--- config.mk ---
export PLATFORM = sky130hd
export DESIGN_NAME = cu_mc
export DESIGN_NICKNAME = d
export VERILOG_FILES = /design/src/rtl/mycpu_pkg.sv /design/src/rtl/cu_mc.sv
export SDC_FILE = /design/constraint.sdc
export NUM_CORES = 1
export LEC_CHECK = 0
export BUFFER_PORTS_ARGS = -buffer_cell sky130_fd_sc_hd__buf_2
export CAP_MARGIN = 20
export CORE_ASPECT_RATIO = 1.2
export CORE_UTILIZATION = 49
export CTS_CLUSTER_DIAMETER = 30
export CTS_CLUSTER_SIZE = 40
export DETAILED_ROUTE_END_ITERATION = 8
export GPL_TIMING_DRIVEN = 0
export PLACE_DENSITY = 0.95
export SYNTH_ARGS = -nofsm -noshare
export SYNTH_HDL_FRONTEND = slang
export SYNTH_SLANG_ARGS = --single-unit
--- constraint.sdc ---
create_clock -name clk -period 3 [get_ports clk]
set_input_delay 0.6 -clock clk [delete_from_list [all_inputs] [get_ports clk]]
set_output_delay 0.6 -clock clk [all_outputs]
set_load 0.005 [all_outputs]
--- src/rtl/mycpu_pkg.sv ---
// mycpu_pkg
// Shared definitions for the mycpu datapath control unit:
//   cu_state_t  - control unit sequencer states
//   opcode_t    - 7-bit opcode encodings
//   FS_*        - ALU function select codes
//   ps_sel_t    - PC select encodings
//   md_sel_t    - destination data mux encodings
//   alu_decode  - maps an opcode to its ALU function (ALU-class opcodes only)
package mycpu_pkg;

  typedef enum logic [2:0] {
    RST  = 3'd0,
    INF  = 3'd1,
    EX0  = 3'd2,
    XSH  = 3'd3,
    IOW8 = 3'd4,
    HLT  = 3'd5
  } cu_state_t;

  typedef enum logic [6:0] {
    MOVA = 7'h00,
    INC  = 7'h01,
    ADD  = 7'h02,
    CLR  = 7'h03,
    SUB  = 7'h05,
    DEC  = 7'h06,
    AND  = 7'h08,
    OR   = 7'h09,
    XOR  = 7'h0A,
    NOT  = 7'h0B,
    MOVB = 7'h0C,
    SHR  = 7'h0D,
    SHX  = 7'h0E,
    SHL  = 7'h0F,
    LD   = 7'h10,
    ST   = 7'h20,
    IOR  = 7'h30,
    IOW  = 7'h31,
    ADI  = 7'h42,
    LDI  = 7'h4C,
    BRZ  = 7'h60,
    BRN  = 7'h61,
    JMP  = 7'h70,
    HAL  = 7'h7F
  } opcode_t;

  localparam logic [3:0] FS_MOVA = 4'b0000;
  localparam logic [3:0] FS_INC  = 4'b0001;
  localparam logic [3:0] FS_ADD  = 4'b0010;
  localparam logic [3:0] FS_SUB  = 4'b0101;
  localparam logic [3:0] FS_DEC  = 4'b0110;
  localparam logic [3:0] FS_CLR  = 4'b0111;
  localparam logic [3:0] FS_AND  = 4'b1000;
  localparam logic [3:0] FS_OR   = 4'b1001;
  localparam logic [3:0] FS_XOR  = 4'b1010;
  localparam logic [3:0] FS_NOT  = 4'b1011;
  localparam logic [3:0] FS_MOVB = 4'b1100;
  localparam logic [3:0] FS_SHL  = 4'b1101;
  localparam logic [3:0] FS_SHR  = 4'b1110;

  typedef enum logic [1:0] {
    PS_HOLD   = 2'b00,
    PS_INC    = 2'b01,
    PS_BRANCH = 2'b10,
    PS_JUMP   = 2'b11
  } ps_sel_t;

  typedef enum logic [1:0] {
    MD_ALU = 2'b00,
    MD_MEM = 2'b01,
    MD_IO  = 2'b10
  } md_sel_t;

  typedef struct packed {
    logic       hit;
    logic       imm;
    logic [3:0] fs;
  } alu_dec_t;

  // ALU-class opcodes all share the same control pattern (write DR, advance
  // PC); only the function code and the immediate B-bus select differ.
  function automatic alu_dec_t alu_decode(input logic [6:0] op);
    alu_dec_t d;
    d.hit = 1'b1;
    d.imm = 1'b0;
    d.fs  = FS_MOVA;
    case (op)
      MOVA: d.fs = FS_MOVA;
      INC:  d.fs = FS_INC;
      ADD:  d.fs = FS_ADD;
      SUB:  d.fs = FS_SUB;
      DEC:  d.fs = FS_DEC;
      AND:  d.fs = FS_AND;
      OR:   d.fs = FS_OR;
      XOR:  d.fs = FS_XOR;
      NOT:  d.fs = FS_NOT;
      MOVB: d.fs = FS_MOVB;
      SHR:  d.fs = FS_SHR;
      SHL:  d.fs = FS_SHL;
      CLR:  d.fs = FS_CLR;
      LDI: begin
        d.fs  = FS_MOVB;
        d.imm = 1'b1;
      end
      ADI: begin
        d.fs  = FS_ADD;
        d.imm = 1'b1;
      end
      default: d.hit = 1'b0;
    endcase
    return d;
  endfunction

endpackage

--- src/rtl/cu_mc.sv ---
// cu_mc
// Multicycle control unit for the mycpu datapath. Sequences fetch/execute,
// decodes the opcode field and drives the datapath control bus.
//
// Optional feature macro: CU_IOWAIT_EN
//   defined   - IOR/IOW wait in IOW8 for io_rdy_in before completing
//   undefined - IOR/IOW complete in EX0, io_rdy_in is ignored
//
// Ports:
//   clk, rst_n    clock, asynchronous active-low reset
//   ins_in        instruction register contents {opcode, DR, SA, SB}
//   z_in, n_in    ALU zero / negative flags
//   io_rdy_in     IO device ready
//   run_in        restart request while halted
//   il_out        instruction register load
//   ps_out        PC select (hold / increment / branch / jump)
//   rw_out        register file write
//   rs_out        register selects {0,DR,0,SA,0,SB}
//   mm_out        memory address mux
//   md_out        destination data mux (ALU / memory / IO)
//   mb_out        B-bus immediate select
//   fs_out        ALU function select
//   wen_out       memory/IO write enable, active low
//   iom_out       IO space select
//   halted_out    high while halted
//   illegal_out   one-cycle pulse on an undefined opcode
module cu_mc
  import mycpu_pkg::*;
#(
  parameter int OPW = 7,
  parameter int RAW = 3,
  parameter int IW  = OPW + 3 * RAW
) (
  input  logic                 clk,
  input  logic                 rst_n,
  input  logic [IW-1:0]        ins_in,
  input  logic                 z_in,
  input  logic                 n_in,
  input  logic                 io_rdy_in,
  input  logic                 run_in,
  output logic                 il_out,
  output logic [1:0]           ps_out,
  output logic                 rw_out,
  output logic [3*(RAW+1)-1:0] rs_out,
  output logic                 mm_out,
  output logic [1:0]           md_out,
  output logic                 mb_out,
  output logic [3:0]           fs_out,
  output logic                 wen_out,
  output logic                 iom_out,
  output logic                 halted_out,
  output logic                 illegal_out
);

  if (IW != OPW + 3 * RAW) begin : gBadIw
    $error("cu_mc: IW must equal OPW + 3*RAW");
  end

  cu_state_t          st_q, st_d;
  logic [RAW-1:0]     cnt_q, cnt_d;

  logic [OPW-1:0]     opField;
  logic [6:0]         op7;
  logic               opFits;
  logic [RAW-1:0]     dr, sa, sb;
  logic [3*(RAW+1)-1:0] rsFields;
  alu_dec_t           aluDec;
  logic               unusedIoRdy;

  assign opField  = ins_in[IW-1 -: OPW];
  assign dr       = ins_in[3*RAW-1 -: RAW];
  assign sa       = ins_in[2*RAW-1 -: RAW];
  assign sb       = ins_in[RAW-1:0];
  assign rsFields = {1'b0, dr, 1'b0, sa, 1'b0, sb};

  // The opcode table is 7 bits wide. A wider opcode field only decodes when
  // its extra upper bits are zero; anything else is treated as undefined.
  assign op7    = 7'(opField);
  assign opFits = ((opField >> 7) == '0);
  assign aluDec = alu_decode(op7);

  assign unusedIoRdy = io_rdy_in;

  // State and shift counter; reset may land at any point, including
  // mid-shift or mid-IO wait, and always restarts from RST.
  always_ff @(posedge clk or negedge rst_n) begin
    if (!rst_n) begin
      st_q  <= RST;
      cnt_q <= '0;
    end else begin
      st_q  <= st_d;
      cnt_q <= cnt_d;
    end
  end

  // Next-state and control-bus decode. Every output starts from the idle
  // vector (PC hold, no writes, write enable inactive) and each state only
  // overrides what it needs.
  always_comb begin
    st_d        = st_q;
    cnt_d       = cnt_q;
    il_out      = 1'b0;
    ps_out      = PS_HOLD;
    rw_out      = 1'b0;
    rs_out      = '0;
    mm_out      = 1'b0;
    md_out      = MD_ALU;
    mb_out      = 1'b0;
    fs_out      = FS_MOVA;
    wen_out     = 1'b1;
    iom_out     = 1'b0;
    halted_out  = 1'b0;
    illegal_out = 1'b0;

    case (st_q)
      RST: st_d = INF;

      INF: begin
        il_out = 1'b1;
        st_d   = EX0;
      end

      EX0: begin
        rs_out = rsFields;
        st_d   = INF;
        if (!opFits) begin
          illegal_out = 1'b1;
          ps_out      = PS_INC;
        end else if (aluDec.hit) begin
          rw_out = 1'b1;
          ps_out = PS_INC;
          fs_out = aluDec.fs;
          mb_out = aluDec.imm;
        end else begin
          case (op7)
            LD: begin
              md_out = MD_MEM;
              rw_out = 1'b1;
              ps_out = PS_INC;
            end
            ST: begin
              wen_out = 1'b0;
              ps_out  = PS_INC;
            end
            BRZ: ps_out = z_in ? PS_BRANCH : PS_INC;
            BRN: ps_out = n_in ? PS_BRANCH : PS_INC;
            JMP: ps_out = PS_JUMP;
            SHX: begin
              // A zero count is a plain NOP-like advance; otherwise the SB
              // field becomes the number of XSH cycles to run.
              if (sb == '0) begin
                ps_out = PS_INC;
              end else begin
                cnt_d = sb;
                st_d  = XSH;
              end
            end
            IOR: begin
              iom_out = 1'b1;
              md_out  = MD_IO;
`ifdef CU_IOWAIT_EN
              st_d    = IOW8;
`else
              rw_out  = 1'b1;
              ps_out  = PS_INC;
`endif
            end
            IOW: begin
              iom_out = 1'b1;
              wen_out = 1'b0;
`ifdef CU_IOWAIT_EN
              st_d    = IOW8;
`else
              ps_out  = PS_INC;
`endif
            end
            HAL: begin
              ps_out = PS_INC;
              st_d   = HLT;
            end
            default: begin
              illegal_out = 1'b1;
              ps_out      = PS_INC;
            end
          endcase
        end
      end

      XSH: begin
        // Shift DR in place one bit per cycle; the count never starts at
        // zero, but a zero is still treated as the last cycle so the unit
        // cannot get stuck here.
        rw_out = 1'b1;
        fs_out = FS_SHR;
        rs_out = {1'b0, dr, 1'b0, dr, {(RAW+1){1'b0}}};
        cnt_d  = cnt_q - RAW'(1);
        if (cnt_q <= RAW'(1)) begin
          ps_out = PS_INC;
          st_d   = INF;
        end
      end

      IOW8: begin
`ifdef CU_IOWAIT_EN
        // Strobes stay up for the whole wait; the register write for IOR
        // happens only in the cycle the device reports ready.
        rs_out  = rsFields;
        iom_out = 1'b1;
        if (opFits && (op7 == IOR)) begin
          md_out = MD_IO;
          rw_out = io_rdy_in;
        end else begin
          wen_out = 1'b0;
        end
        if (io_rdy_in) begin
          ps_out = PS_INC;
          st_d   = INF;
        end
`else
        st_d = INF;
`endif
      end

      HLT: begin
        halted_out = 1'b1;
        if (run_in) st_d = INF;
      end

      default: st_d = RST;
    endcase
  end

endmodule
==> impl_summary.log <==
[metrics] post-route ant nets: 0
[metrics] beginning of the worst register-to-register path: st_q[2]$_DFFE_PN0P_
[metrics] reg-to-reg setup timing slack: 1.41 ns
[metrics] post-route insts no fill: 198
[metrics] fin. max-slew vios: 0
[metrics] synthesized instance count: 132
[metrics] Adder-Cell Fraction of Synth Area: 2.56%
[metrics] launching instance or port of the critical path: st_q[2]$_DFFE_PN0P_
[metrics] Post-Syn Area per Cell: 7.39 um^2
[metrics] number of antenna violations at the first check in global routing: 0
[metrics] setup slack at placement: 0.284 ns
[metrics] residual overflow from global routing: 0
[metrics] synthesized-area fraction occupied by ao, oa, aoi and oai cells: 24.9%
[metrics] min cycle time layout: 2.88 ns
[metrics] sequential share of power: 25.2%
[metrics] Max stage delay on crit path: 0.44 ns
[metrics] relative slew slack: 60.1%
[metrics] post-route clock skew: 0.00103 ns
[metrics] number of cells in the design after placement: 195
[metrics] buffer depth of the longest clock path: 2
[metrics] antenna diode instance count: 0
[metrics] drt initial violations: 80
[metrics] first-pass iteration count of the detailed router: 4
[metrics] Critical Path Slowest Stage Cell: dfrtp_1
[metrics] power consumption: 0.573 mW
[metrics] worst hold margin: 0.157 ns
[metrics] number of port buffers: 41
[metrics] outcome: completed
[metrics] Sink Count: 6
[metrics] upper clock frequency limit: 348 MHz
[metrics] post_cts resized: 0
[metrics] kind of launch point of the worst setup path: flip-flop
[metrics] sequential area share after synthesis: 15.4%
[metrics] relative contribution of combinational cells to total power: 60.2%
[metrics] top cell types by occurrence after synthesis: 10 x nand3_1, 10 x nor3_1, 9 x a21oi_1, 7 x inv_1, 7 x nor2_1
[metrics] placement row count: 17
[metrics] Total Routing Usage GR: 26.7%
[metrics] number of nets in the final layout: 205
[metrics] pin count of the biggest net entering global routing: 11
[metrics] fraction of post-synthesis cell area in the top cell type by area: 15.4%
[metrics] post-synthesis cell area: 976 um^2
[metrics] layout-stage area growth over the synthesis result: 26.9%
[metrics] total number of vias: 1210
[metrics] Synth Area in XOR/XNOR: 2.69%
[metrics] Std-Cell Core Area: 1850 um^2
[metrics] period utilization: 95.8%
[metrics] clock transition time at the flip-flop clock pins of the worst setup and hold paths: 0.05 ns
[metrics] leakage power: 0.627 nW
[metrics] RSZ-0062 raised after global routing: no
[metrics] Horiz. Die Dim: 42.7 um
[metrics] switching power: 0.262 mW
[metrics] number of buffers created by CTS: 3
[metrics] CTS root buffer: clkbuf_4
[metrics] clock tree from TritonCTS: done
[metrics] vertical die dimension: 50.9 um
[metrics] Final WS setup: 0.125 ns
[metrics] final number of hold-violating endpoints: 0
[metrics] Total Routed Length: 2890 um
[metrics] stages on the worst setup path: 6
[metrics] initial core utilization: 52.7%
[metrics] cell type with the largest total area after synthesis: dfrtp_1
[metrics] setup_tns: 0 ns
[metrics] top cell family by delay on the critical path: simple AND/OR/NAND/NOR gates
[metrics] Reg-to-Reg End: st_q[2]$_DFFE_PN0P_
[metrics] main combinational cell family by area after synthesis: simple AND/OR/NAND/NOR gates
[metrics] transition time at the pin with the least slew margin: 0.593 ns
[metrics] arrival time at the worst endpoint: 2.28 ns
[metrics] global-route wire length before repair: 4530 um
[metrics] DR DRC count: 0
[metrics] number of flops mapped to enable cells by yosys: 0
[metrics] die area: 2180 um^2
[metrics] endpoint of the most critical setup path: ps_out[1]
[metrics] Data required, critical path: 2.40 ns
[metrics] I/O pin total: 50
[metrics] multiplexer share of the synthesized area: 4.10%
[metrics] Cell Int Power: 0.311 mW
[metrics] Worst Path Class, Setup: reg -> out
[metrics] crit path buf inv count: 2
[metrics] fraction of layout cells with a size suffix above 1: 35.2%
[metrics] Register-to-Register Path Depth: 5
[metrics] critical-path maximum fanout: 7
[metrics] routed wirelength normalized by instance count: 14.6 um
[metrics] Max IR drop VDD: 0.261 mV
[metrics] count of distinct cell types in the synthesized netlist: 45
[metrics] most frequently used flop master after synthesis: dfrtp_1
[metrics] post-detail-place hpwl: 2210 um
[metrics] simple logic cell fraction of the synthesized area: 34.9%
[metrics] ratio of total power to cell area: 463 nW/um^2
[metrics] clock latency on the worst-skew pair: 0.26 ns
[metrics] count of yosys warnings during synthesis: 0
[metrics] register bit total from synthesis: 6
[metrics] Hold Buf Count CTS: 0
[metrics] final RePlAce weighted congestion: 0.891
[metrics] relative contribution of the clock network to total power: 14.6%
[metrics] share of total power consumed by net switching: 45.7%
[metrics] via count of the first global-routing pass: 1064
[metrics] final-report setup violation count: 0
[metrics] series of cell instances along the critical path: nand2b_1 > buf_1 > nor2_1 > nand3_1 > a2111oi_1 > buf_2
[metrics] top post-synthesis cells by area: dfrtp_1 15%, buf_6 5.8%, nand3_1 5.1%
[metrics] HP Class: in -> async
[metrics] type of destination of the critical path: output port
[metrics] setup fix buffers added after clock tree synthesis: 0
[metrics] maxcap violations: 0
[metrics] fraction of synthesis flops using an asynchronous set or reset pin: 100%
[metrics] H-tree depth reported by CTS: 1
[metrics] vias per std cell: 6.11
area by class of cell:
class / instances / area [um^2]
multi-input cells: 106 / 689
fillers: 159 / 612
repair buffers: 41 / 205
flip-flops and latches: 6 / 150
plain buffers: 16 / 121
inverters: 7 / 26.3
well taps: 19 / 23.8
clock buffers: 3 / 22.5
worst register-to-register path, delay by kind of cell, from the launching register on:
family          cells  cell delay, ns
buf+inv             1            0.18
simple gates        3            0.72
compound gates      1            0.16
flops               1            0.44
layout by cell type (no fill, tap or decap), types with 2 or more instances in the layout:
master,synthesis,final
buf_2,1,42
nor3_1,10,10
nand3_1,10,10
a21oi_1,9,9
inv_1,7,7
nor2_1,7,7
buf_4,6,6
nand2_1,6,6
dfrtp_1,6,6
buf_6,5,5
and3_1,5,5
mux2i_1,4,4
o21ai_0,4,4
nor2b_1,4,4
o211ai_1,4,4
and2_1,4,4
conb_1,1,4
clkbuf_1,3,3
clkbuf_4,0,3
nand2b_1,2,2
nor3b_1,2,2
nand4b_1,2,2
nor4_1,2,2
xnor2_1,2,2
a211oi_1,2,2
o2bb2ai_1,2,2
nand4_1,2,2
ha_1,2,2
kinds of logic after synthesis:
| kind of cell | after synthesis |
|---|---|
| adders and majority gates | 2 |
| DFF | 6 |
| other | 1 |
| buffers and inverters | 23 |
| and+or+nand+nor | 60 |
| muxes | 4 |
| AOI/OAI and AO/OA | 33 |
| xor gates and xnor gates | 3 |
flip-flops by register name (all words and copies together), names as in the netlist:
register	cells
st_q	3
cnt_q	3
layer usage:
layer  share of wire (%)  global-route usage (%)  vias to the layer above  wire length, um
li1                    -                       -                      575                -
met2                  52                    47.0                       80             1500
met3                 8.4                    3.89                        5              242
met4                 1.5                    14.1                        0               44
met5                   0                       0                        -                0
met1                  38                    30.5                      550             1100
metrics by stage:
stage | instance area (um^2) | util [%]
2_1_floorplan | 987 | -
3_3_place_gp | 1220 | 65.7
3_5_place_dp | 1220 | 65.7
4_1_cts | 1240 | 66.9
5_1_grt | 1240 | 66.9
6_report | 1240 | 66.9
power groups by stage:
stage	Combinational [mW]	Sequential [mW]	Clock [mW]
5_1_grt	0.385	0.149	0.0905
2_1_floorplan	0.226	0.135	0
4_1_cts	0.342	0.142	0.0848
3_3_place_gp	0.321	0.139	0
6_report	0.345	0.145	0.0835
3_5_place_dp	0.341	0.142	0
worst min-delay path by stage:
| stage | from | to | slack (ns) | cells after the start |
|---|---|---|---|---|
| CTS | rst_n | st_q[1]$_DFFE_PN0P_ | 0.16 | 1 |
| finish | rst_n | cnt_q[1]$_DFFE_PN0P_ | 0.16 | 1 |
| global placement | rst_n | st_q[0]$_DFFE_PN0P_ | 0.43 | 1 |
| global route | rst_n | cnt_q[2]$_DFFE_PN0P_ | 0.16 | 1 |
| floorplan | rst_n | cnt_q[0]$_DFFE_PN0P_ | 0.30 | 0 |
| detailed placement | rst_n | cnt_q[2]$_DFFE_PN0P_ | 0.43 | 1 |
Note: power is estimated with default switching activity, not from simulation.
